`config.mk`:
```
export PLATFORM = sky130hd
export DESIGN_NAME = store_buffer
export DESIGN_NICKNAME = d
export VERILOG_FILES = /design/src/rtl/sb_pkg.sv /design/src/rtl/sb_byte_mask.sv /design/src/rtl/store_buffer.sv
export SDC_FILE = /design/constraint.sdc
export NUM_CORES = 1
export LEC_CHECK = 0
export ABC_AREA = 0
export CAP_MARGIN = 20
export CORE_UTILIZATION = 35
export CTS_CLUSTER_SIZE = 10
export DETAILED_ROUTE_END_ITERATION = 12
export PLACE_DENSITY = 0.59
export REMOVE_ABC_BUFFERS = 1
export SYNTH_ARGS = -nofsm -noshare
export SYNTH_HDL_FRONTEND = slang
export SYNTH_SLANG_ARGS = --single-unit
```
`constraint.sdc`:
```
create_clock -name clk -period 2.89 [get_ports clk]
set_input_delay 0.4335 -clock clk [delete_from_list [all_inputs] [get_ports clk]]
set_output_delay 0.4335 -clock clk [all_outputs]
set_load 0.02 [all_outputs]
```
`src/rtl/sb_pkg.sv`:
```
// Shared types and helpers for the store buffer.
// Access-type encodings, the FIFO entry layout and the store legality check.
package sb_pkg;

    localparam logic [2:0] TYPE_B  = 3'b000;
    localparam logic [2:0] TYPE_H  = 3'b001;
    localparam logic [2:0] TYPE_W  = 3'b010;
    localparam logic [2:0] TYPE_BU = 3'b011;
    localparam logic [2:0] TYPE_HU = 3'b100;

    localparam int SB_ADDR_W = 32;

    typedef struct packed {
        logic [SB_ADDR_W-1:0] addr;
        logic [31:0]          data;
        logic [2:0]           typ;
    } sb_entry_t;

    function automatic logic st_legal(input logic [2:0] t,
                                      input logic [1:0] off);
        logic ok;
        ok = 1'b0;
        unique case (1'b1)
            (t == TYPE_B): ok = 1'b1;
            (t == TYPE_H): ok = !off[0];
            (t == TYPE_W): ok = (off == 2'b00);
            default:       ok = 1'b0;
        endcase
        return ok;
    endfunction

endpackage

```
`src/rtl/sb_byte_mask.sv`:
```
// Byte-lane mask for an access of a given type at a given byte offset.
// Lanes shifted past byte 3 are dropped, so misaligned accesses truncate.
module sb_byte_mask
    import sb_pkg::*;
(
    input  logic [2:0] typ,
    input  logic [1:0] off,
    output logic [3:0] mask
);

    logic [3:0] base;

    always_comb begin
        base = 4'b1111;
        unique case (1'b1)
            (typ == TYPE_B || typ == TYPE_BU): base = 4'b0001;
            (typ == TYPE_H || typ == TYPE_HU): base = 4'b0011;
            default:                           base = 4'b1111;
        endcase
    end

    assign mask = base << off;

endmodule

```
`src/rtl/store_buffer.sv`:
```
// FIFO of committed stores draining into data_memory, with load-overlap detection.
// Define STORE_BUF_FWD_EN to forward fully covered loads from the youngest match.
module store_buffer
    import sb_pkg::*;
#(
    parameter int DEPTH  = 4,
    parameter int ADDR_W = 32
) (
    input  logic              clk,
    input  logic              rst_n,
    input  logic              st_valid,
    input  logic [ADDR_W-1:0] st_addr,
    input  logic [31:0]       st_data,
    input  logic [2:0]        st_type,
    output logic              st_ready,
    output logic              st_err,
    input  logic              ld_valid,
    input  logic [ADDR_W-1:0] ld_addr,
    input  logic [2:0]        ld_type,
    output logic              ld_hazard,
    input  logic              mem_grant,
    output logic              store,
    output logic [ADDR_W-1:0] direccion,
    output logic [31:0]       store_data,
    output logic [31:0]       offset,
    output logic [2:0]        Type,
    output logic              empty,
    output logic              fwd_valid,
    output logic [31:0]       fwd_data
);

    localparam int PW = $clog2(DEPTH);
    localparam int CW = PW + 1;

    sb_entry_t        ent_q [DEPTH];
    sb_entry_t        last_q;
    sb_entry_t        head_e;
    logic [PW-1:0]    head_q;
    logic [PW-1:0]    tail_q;
    logic [CW-1:0]    cnt_q;
    logic             st_err_q;
    logic             legal;
    logic             enq;
    logic             deq;
    logic [3:0]       ld_mask;
    logic [3:0]       ent_mask [DEPTH];
    logic [DEPTH-1:0] live;
    logic [DEPTH-1:0] hit;

    assign st_ready = cnt_q < CW'(DEPTH);
    assign legal    = st_legal(st_type, st_addr[1:0]);
    assign enq      = st_valid && st_ready && legal;
    assign deq      = (cnt_q != '0) && mem_grant;
    assign store    = deq;
    assign empty    = (cnt_q == '0);
    assign st_err   = st_err_q;
    assign offset   = '0;

    // While empty, the port shows the last drained entry rather than a stale slot.
    assign head_e     = empty ? last_q : ent_q[head_q];
    assign direccion  = head_e.addr[ADDR_W-1:0];
    assign store_data = head_e.data;
    assign Type       = head_e.typ;

    sb_byte_mask u_ld_mask (
        .typ  (ld_type),
        .off  (ld_addr[1:0]),
        .mask (ld_mask)
    );

    for (genvar i = 0; i < DEPTH; i++) begin : g_ent
        logic [PW-1:0] rel;
        assign rel     = PW'(i) - head_q;
        assign live[i] = CW'(rel) < cnt_q;

        sb_byte_mask u_mask (
            .typ  (ent_q[i].typ),
            .off  (ent_q[i].addr[1:0]),
            .mask (ent_mask[i])
        );

        assign hit[i] = live[i]
            && (ent_q[i].addr[ADDR_W-1:2] == ld_addr[ADDR_W-1:2])
            && ((ent_mask[i] & ld_mask) != 4'b0000);
    end

`ifdef STORE_BUF_FWD_EN
    logic          sel_hit;
    logic [PW-1:0] sel_idx;
    logic [PW-1:0] idx;
    logic          cover;
    sb_entry_t     sel_e;
    logic [31:0]   wword;
    logic [31:0]   lword;
    logic [31:0]   ext;

    // Walk oldest to youngest so the last match wins.
    always_comb begin
        sel_hit = 1'b0;
        sel_idx = '0;
        idx     = '0;
        for (int k = 0; k < DEPTH; k++) begin
            idx = head_q + PW'(k);
            if (hit[idx]) begin
                sel_hit = 1'b1;
                sel_idx = idx;
            end
        end
    end

    assign sel_e = ent_q[sel_idx];
    assign cover = sel_hit
        && ((ent_mask[sel_idx] & ld_mask) == ld_mask);
    assign wword = sel_e.data << {sel_e.addr[1:0], 3'b000};
    assign lword = wword >> {ld_addr[1:0], 3'b000};

    always_comb begin
        ext = lword;
        unique case (1'b1)
            (ld_type == TYPE_B):  ext = {{24{lword[7]}}, lword[7:0]};
            (ld_type == TYPE_H):  ext = {{16{lword[15]}}, lword[15:0]};
            (ld_type == TYPE_BU): ext = {24'd0, lword[7:0]};
            (ld_type == TYPE_HU): ext = {16'd0, lword[15:0]};
            default:              ext = lword;
        endcase
    end

    assign fwd_valid = ld_valid && cover;
    assign fwd_data  = fwd_valid ? ext : 32'd0;
    assign ld_hazard = ld_valid && (|hit) && !cover;
`else
    assign fwd_valid = 1'b0;
    assign fwd_data  = 32'd0;
    assign ld_hazard = ld_valid && (|hit);
`endif

    always_ff @(posedge clk) begin
        if (enq) begin
            ent_q[tail_q] <= '{addr: SB_ADDR_W'(st_addr),
                               data: st_data,
                               typ:  st_type};
        end
    end

    always_ff @(posedge clk or negedge rst_n) begin
        if (!rst_n) begin
            head_q   <= '0;
            tail_q   <= '0;
            cnt_q    <= '0;
            st_err_q <= 1'b0;
            last_q   <= '0;
        end else begin
            st_err_q <= st_valid && st_ready && !legal;
            if (enq) begin
                tail_q <= tail_q + PW'(1);
            end
            if (deq) begin
                head_q <= head_q + PW'(1);
                last_q <= ent_q[head_q];
            end
            if (enq && !deq) begin
                cnt_q <= cnt_q + CW'(1);
            end else if (deq && !enq) begin
                cnt_q <= cnt_q - CW'(1);
            end
        end
    end

endmodule

```
## After elaboration in Yosys (flattened, before gate mapping)

Memories as Yosys holds them, arrays and structs flattened.
Index checks and enable logic that the tools add are counted.

| storage, ports and cells | value |
|---|---|
| flip-flop bits (word level) | 75 |
| bits in writable memories | 268 |
| memories | 1 |

| cells by class | value |
|---|---|
| add/sub/neg operators | 8 |
| order comparisons | 5 |
| equality and inequality tests | 21 |
| shift-type cells | 5 |
| mux-type cells | 11 |
| bitwise logic cells | 4 |
| reductions and logical operators | 44 |

Memory list:

| memory | words | bits a word | rd ports | clocked after Yosys merged registers in | write ports | line | RTL |
|---|---|---|---|---|---|---|---|
| ent_q | 4 | 67 | 5 | 0 | 1 | store_buffer.sv:35 | `sb_entry_t ent_q [DEPTH];` |

Operator list:

| cell | count |
|---|---|
| 30-bit equality test | 4 |
| 67-bit two-way mux | 1 |
| 4-bit case mux with 2 select lines | 5 |
| 3-bit zero test | 7 |
| 4-bit by 2-bit left shift with 4-bit output | 5 |
| 3-bit by 1-bit equality test with 1-bit output (second input constant) | 6 |
| 3-bit by 2-bit equality test with 1-bit output (second input constant) | 6 |
| 4-bit AND | 4 |
| 4-bit nonzero test | 4 |
| 3-bit equality test (second input constant) | 5 |
| 1-bit logical AND | 15 |
| 2-bit by 3-bit < comparator with 1-bit output | 4 |
| 1-bit logical OR | 10 |
| 3-bit two-way mux | 2 |
| 2-bit by 1-bit adder with 2-bit output (second input constant) | 2 |
| 1-bit zero test | 4 |
| 4-bit OR reduction | 1 |
| 1-bit by 2-bit subtractor with 2-bit output (first input constant) | 2 |
| 2-bit subtractor (first input constant) | 2 |
| 3-bit by 1-bit adder with 3-bit output (second input constant) | 1 |
| 3-bit < comparator (second input constant) | 1 |
| 1-bit case mux with 3 select lines | 1 |
| 3-bit nonzero test | 1 |
| 3-bit by 1-bit subtractor with 3-bit output (second input constant) | 1 |
| 3 further kinds | 4 |

## Logic depth before layout (Yosys ltp)

Gate-level depths: netlist of run 1.
An unclocked memory read counts as a cell.

| logic depth | value |
|---|---|
| word-level depth | 10 |
| mapped depth | 11 |
| mapped depth without buffers | 10 |

## Cells and area by module

Synthesis of run 1 repeated with hierarchy kept, for this count alone.

| unflattened totals | value |
|---|---|
| cell total of the unflattened synthesis | 1,112 |
| area, all modules | 16,031.6 um^2 |

By module, submodules not included:

| module | times used | cells an instance | area each (um^2) | sequential area each (um^2) |
|---|---|---|---|---|
| store_buffer | 1 | 1,032 | 15,543.7 | 9,924.5 |
| sb_byte_mask | 5 | 16 | 97.6 | 0.0 |

## Worst setup path before layout of run 1

No wires, ideal clock.

| timing path | value |
|---|---|
| kind | input-to-reg |
| start point | in st_addr[1] |
| end point | mem ent_q[0][0] (netlist bit), enable pin |
| library setup time | 0.432 ns |
| arrival time | 2.855 ns |
| data required time | 2.458 ns |
| setup slack | -0.398 ns |
| stages on the path | 6 |
| path buffers | 1 |
| cell sequence | o21a_1 o22a_1 nor2_1 and3_1 clkbuf_1 and2_1 |

| between the ends | value |
|---|---|
| longest elaborated chain between the ends | 5 |

Ends and longest elaborated chain:

| what | line | RTL |
|---|---|---|
| start: declaration | store_buffer.sv:12 | `input logic [ADDR_W-1:0] st_addr,` |
| 2-bit zero test | sb_pkg.sv:26 | `(t == TYPE_W): ok = (off == 2'b00);` |
| 1-bit case mux with 3 select lines | sb_pkg.sv:23 | `unique case (1'b1)` |
| 1-bit logical AND | store_buffer.sv:52 | `assign enq = st_valid && st_ready && legal;` |
| via enq | store_buffer.sv:43 | `logic enq;` |
| 1-bit two-way mux | store_buffer.sv:138 | `if (enq) begin` |
| 1-bit two-way mux (implied by the code) | store_buffer.sv:139 | `ent_q[tail_q] <= '{addr: SB_ADDR_W'(st_addr),` |
| end: declaration | store_buffer.sv:35 |  |

The timed path passes the listed nets, and every way through them passes these cells.

## Worst setup path after layout of run 1

| timing path | value |
|---|---|
| start point | in ld_addr[9] |
| end point | out ld_hazard |

| between the ends | value |
|---|---|
| longest elaborated chain between the ends | 5 |

Ends and longest elaborated chain:

| what | line | RTL |
|---|---|---|
| start: declaration | store_buffer.sv:18 | `input logic [ADDR_W-1:0] ld_addr,` |
| 30-bit equality test | store_buffer.sv:83 | `&& (ent_q[i].addr[ADDR_W-1:2] == ld_addr[ADDR_W-1:2])` |
| 1-bit logical AND | store_buffer.sv:83 |  |
| 1-bit logical AND | store_buffer.sv:84 | `&& ((ent_mask[i] & ld_mask) != 4'b0000);` |
| 4-bit OR reduction (*) | store_buffer.sv:134 | `assign ld_hazard = ld_valid && (\|hit);` |
| 1-bit logical AND (*) | store_buffer.sv:134 |  |
| end: declaration | store_buffer.sv:20 | `output logic ld_hazard,` |

Every way passes the cells marked *; elsewhere a longest branch is shown, timed or not.

==> impl_results.md, run 1 <==
- Status: finished with violations
- Failing checks: setup timing
- Crit path time final: 3.18 ns
- CP peak stage delay: 0.53 ns
- Clock slew at reported path FFs: 0.06 ns
- Dominant cell type by area after synthesis: edfxtp_1
- Critical Path RT: 2.46 ns
- Worst-Skew Late Latency: 0.54 ns
- # DRC: 0
- CTS tree: yes
- Capture point of the worst reg-to-reg path: cnt_q[2]$_DFFE_PN0P_
- Top-area cell type share of the netlist area: 51.3%
- Routed Wire Length: 43300 um
- RSZ-0062 raised after global routing: true
- Syn. warnings: 0
- Depth of the CTS H-tree: 2
- Routed len/inst: 22.0 um
- FP Rows: 77
- Max_cap viols: 0
- Initial DRC Count: 589
- Slowest CP cell: clkdlybuf4s50_1
- Post-synth EDFFs: 268
- Ys flop type: edfxtp_1
- R2r setup slk: around 0.50 ns
- Rel. slew slack: a little over three fifths
- Worst IR drop on VDD: 516 uV
- Mapped Area: ~16000 um^2
- DP Wirelength: 27600 um
- Power, Total: 19.6 mW
- R2r worst-path depth: 11
- RD Place Congestion: approximately 0.79
- Die width: around 210 um
- Design Area, Final: just over 20000 um^2
- Drt via density: 4.81
- Antenna-violating nets left: 0
- CP Launch Type: primary input
- CP Capture Type: output pin
- CP bufs+invs: 3
- GRT overflow: 0
- Top post-synthesis cells by area: edfxtp_1, dfrtp_1, mux4_2, nand2_1, mux2_2
- Critical path peak fanout: 4
- Die Span Y: 214 um
- Pleak: 7.88 nW
- GRT Resource Usage Total: 19.4%
- Layout cells sized above 1: about 28%
- Vias in the first global route: just under 10000
- Mean area per synthesized cell: roughly 15 um^2
- Initial antenna violation count: 8
- Top-count cell post-synth: edfxtp_1
- CTS max path bufs: 3
- Worst-Margin Slew: 0.554 ns
- Largest delay share family, worst path: buffers and inverters
- First-pass detailed-route iteration total: 5
- Seq/Total Area, Yosys: a little over three fifths
- Max Clk Rate: approximately 310 MHz
- Pwr per Cell Area: 951 nW/um^2
- Finish-stage setup viols: 45
- Fin. max-slew vios: 0
- Largest net degree at the start of global routing: 69
- Nets@finish: about 1500
- Kind of critical path: in2out
- Port buffer count: 178
- Clk_skew: 0.0130 ns
- Routed vias: 9495
- Clk sinks: 343
- Setup ws final: -0.292 ns
- First-pass GRT wire length: approximately 63000 um
- Cells after Synth: ~1100
- Die footprint: 45600 um^2
- Ports: 244
- Critical-path cell list: clkdlybuf4s50_1 -> buf_4 -> xor2_1 -> nor4_1 -> o211ai_1 -> or3_1 -> a31oi_1 -> o41a_1 -> buf_6
- Core Region: 44200 um^2
- Crit path arrival time: ~2.8 ns
- Synth Register Bits: 343
- Final worst path period share: 110%
- Asr flop ratio synth: 21.9%
- Hold Fails Final Rpt: 0
- Hold Path Class: in2async
- Area post-placement: 18600 um^2
- Crit Reg-Reg Startpoint: cnt_q[0]$_DFFE_PN0P_
- Total CTS buffers: 41
- Root Buffer: clkbuf_16
- Synth unique cells: 48
- Starting Density: 35.5%
- P&R area growth vs syn: 31.3%
- Top cells by count, synth: edfxtp_1, nand2_1, xor2_1
-- power breakdown --
| part | switching (mW) | internal [mW] | leakage, nW |
|---|---|---|---|
| clock | 1.95 | 2.67 | 0.555 |
| combinational | 4.15 | 4.44 | 4.00 |
| sequential | 0.347 | 6.01 | 3.33 |
| total | 6.45 | 13.1 | 7.88 |
-- placed cells by master, fill, tap and decap left out, types with 4 or more instances in the layout --
cell             synthesis  final
o211ai_1                 5      5
mux4_2                  67     67
clkbuf_1                26     29
buf_2                   13     15
nand2_1                212    212
inv_1                    7      7
conb_1                   1     65
xor2_1                  87     87
nor2b_1                  9      9
mux2_4                   0     46
buf_4                   65     80
edfxtp_1               268    268
nor4_2                   1      5
ha_1                     9      9
mux2_2                  68     22
nor4_1                  24     20
and2_4                   0      4
dfrtp_1                 75     73
xnor2_1                 40     37
clkbuf_16                0     41
clkdlybuf4s50_1          0    108
nand4_1                 11     11
buf_6                    0     57
a21oi_1                  6      5
o21ai_0                  6      6
nor2_1                   4      4
buf_16                   0     10
buf_12                   0     19
-- worst reg2reg max path: stages, from the launching register on --
cell and delay (ns):
dfrtp_1 0.39, buf_4 0.17, nor3_4 0.17, buf_4 0.16
buf_12 0.17, nand2b_4 0.24, ha_1 0.21, inv_1 0.06
fa_1 0.37, xor2_1 0.15, nor2_1 0.11, xnor2_1 0.12
-- worst max-delay path by stage --
stage	endpoint	slack, ns	from	cells after the start
after floorplan	head_q[1]$_DFFE_PN0P_	-5.45	cnt_q[0]$_DFFE_PN0P_	5
final	ld_hazard	-0.29	ld_addr[9]	9
after CTS	ld_hazard	-0.28	ent_q[0][65]$_DFFE_PP_	8
after global routing	ld_hazard	-0.38	head_q[0]$_DFFE_PN0P_	9
after detailed placement	ld_hazard	-0.94	ld_addr[26]	10
after global placement	ld_hazard	-0.93	ld_addr[26]	10
-- cell type report --
cell class                      count  area, um^2
Antenna cell                        3        7.51
Clock buffer                       71        1150
Clock inverter                      2        10.0
Fill cell                        3898       23600
Inverter                            9        33.8
Multi-Input combinational cell    659        5560
Sequential cell                   343        9930
Tap cell                          592         741
Timing Repair Buffer              294        3150
-- sequential cells by signal, indices dropped and copies added (netlist names) --
register and cells:
last_q 67, ent_q 268, st_err 1, head_q 2, cnt_q 3, tail_q 2
-- layer usage --
| metal | part of all wire (%) | wire length (um) | global-route usage (%) | up-vias |
|---|---|---|---|---|
| li1 | - | - | - | 4332 |
| met1 | 43 | 18600 | 25.2 | 4800 |
| met2 | 49 | 21300 | 32.7 | 295 |
| met3 | 6.0 | 2600 | 4.66 | 60 |
| met4 | 1.8 | 764 | 4.58 | 8 |
| met5 | 0.11 | 49 | 0 | - |
-- logic make-up (layout without fill, tap and decap cells) --
| logic type | after synthesis | after routing | synth area share (%) |
|---|---|---|---|
| adders and majority gates | 10 | 10 | 0.846 |
| buffers and inverters | 114 | 376 | 4.40 |
| AOI/OAI and AO/OA | 35 | 35 | 1.68 |
| muxes | 138 | 138 | 14.7 |
| xor gates and xnor gates | 127 | 127 | 7.09 |
| DFF | 343 | 343 | 63.3 |
| and+or+nand+nor | 284 | 284 | 7.95 |
| other | 1 | 68 | 0.0239 |
-- through the flow --
step / instances / util [%] / worst slack, ns / TNS, ns / hold slack, ns
2_1_floorplan: 1011 / - / -5.45 / -733.21 / 0.138
3_3_place_gp: 1860 / 42.0 / -0.929 / -0.931 / 0.360
3_5_place_dp: 1860 / 42.0 / -0.945 / -0.952 / 0.364
4_1_cts: 1966 / 45.8 / -0.281 / -6.82 / 0.307
5_1_grt: 1971 / 46.5 / -0.384 / -5.69 / 0.341
6_report: 1973 / 46.6 / -0.292 / -2.74 / 0.334
-- repair_timing --
action | CTS | global route
setup endpoints to repair | 70 | 62
resized for setup | 354 | 116
hold endpoints to repair | 15 | 0
buffers inserted | 20 | 7
pin swaps | 2 | 2
gates cloned | 12 | 0
hold buffers | 1 | 0
(Power assumes the default switching activity.)
==> inputs of run 2 (changes only) <==
--- a/config.mk
+++ b/config.mk
@@ -12,6 +12,7 @@
 export DETAILED_ROUTE_END_ITERATION = 12
 export PLACE_DENSITY = 0.59
 export REMOVE_ABC_BUFFERS = 1
+export SLEW_MARGIN = 30
 export SYNTH_ARGS = -nofsm -noshare
 export SYNTH_HDL_FRONTEND = slang
 export SYNTH_SLANG_ARGS = --single-unit
==> results of run 2 <==
No change in the layout: final DEF, timing and power equal those of run 1.
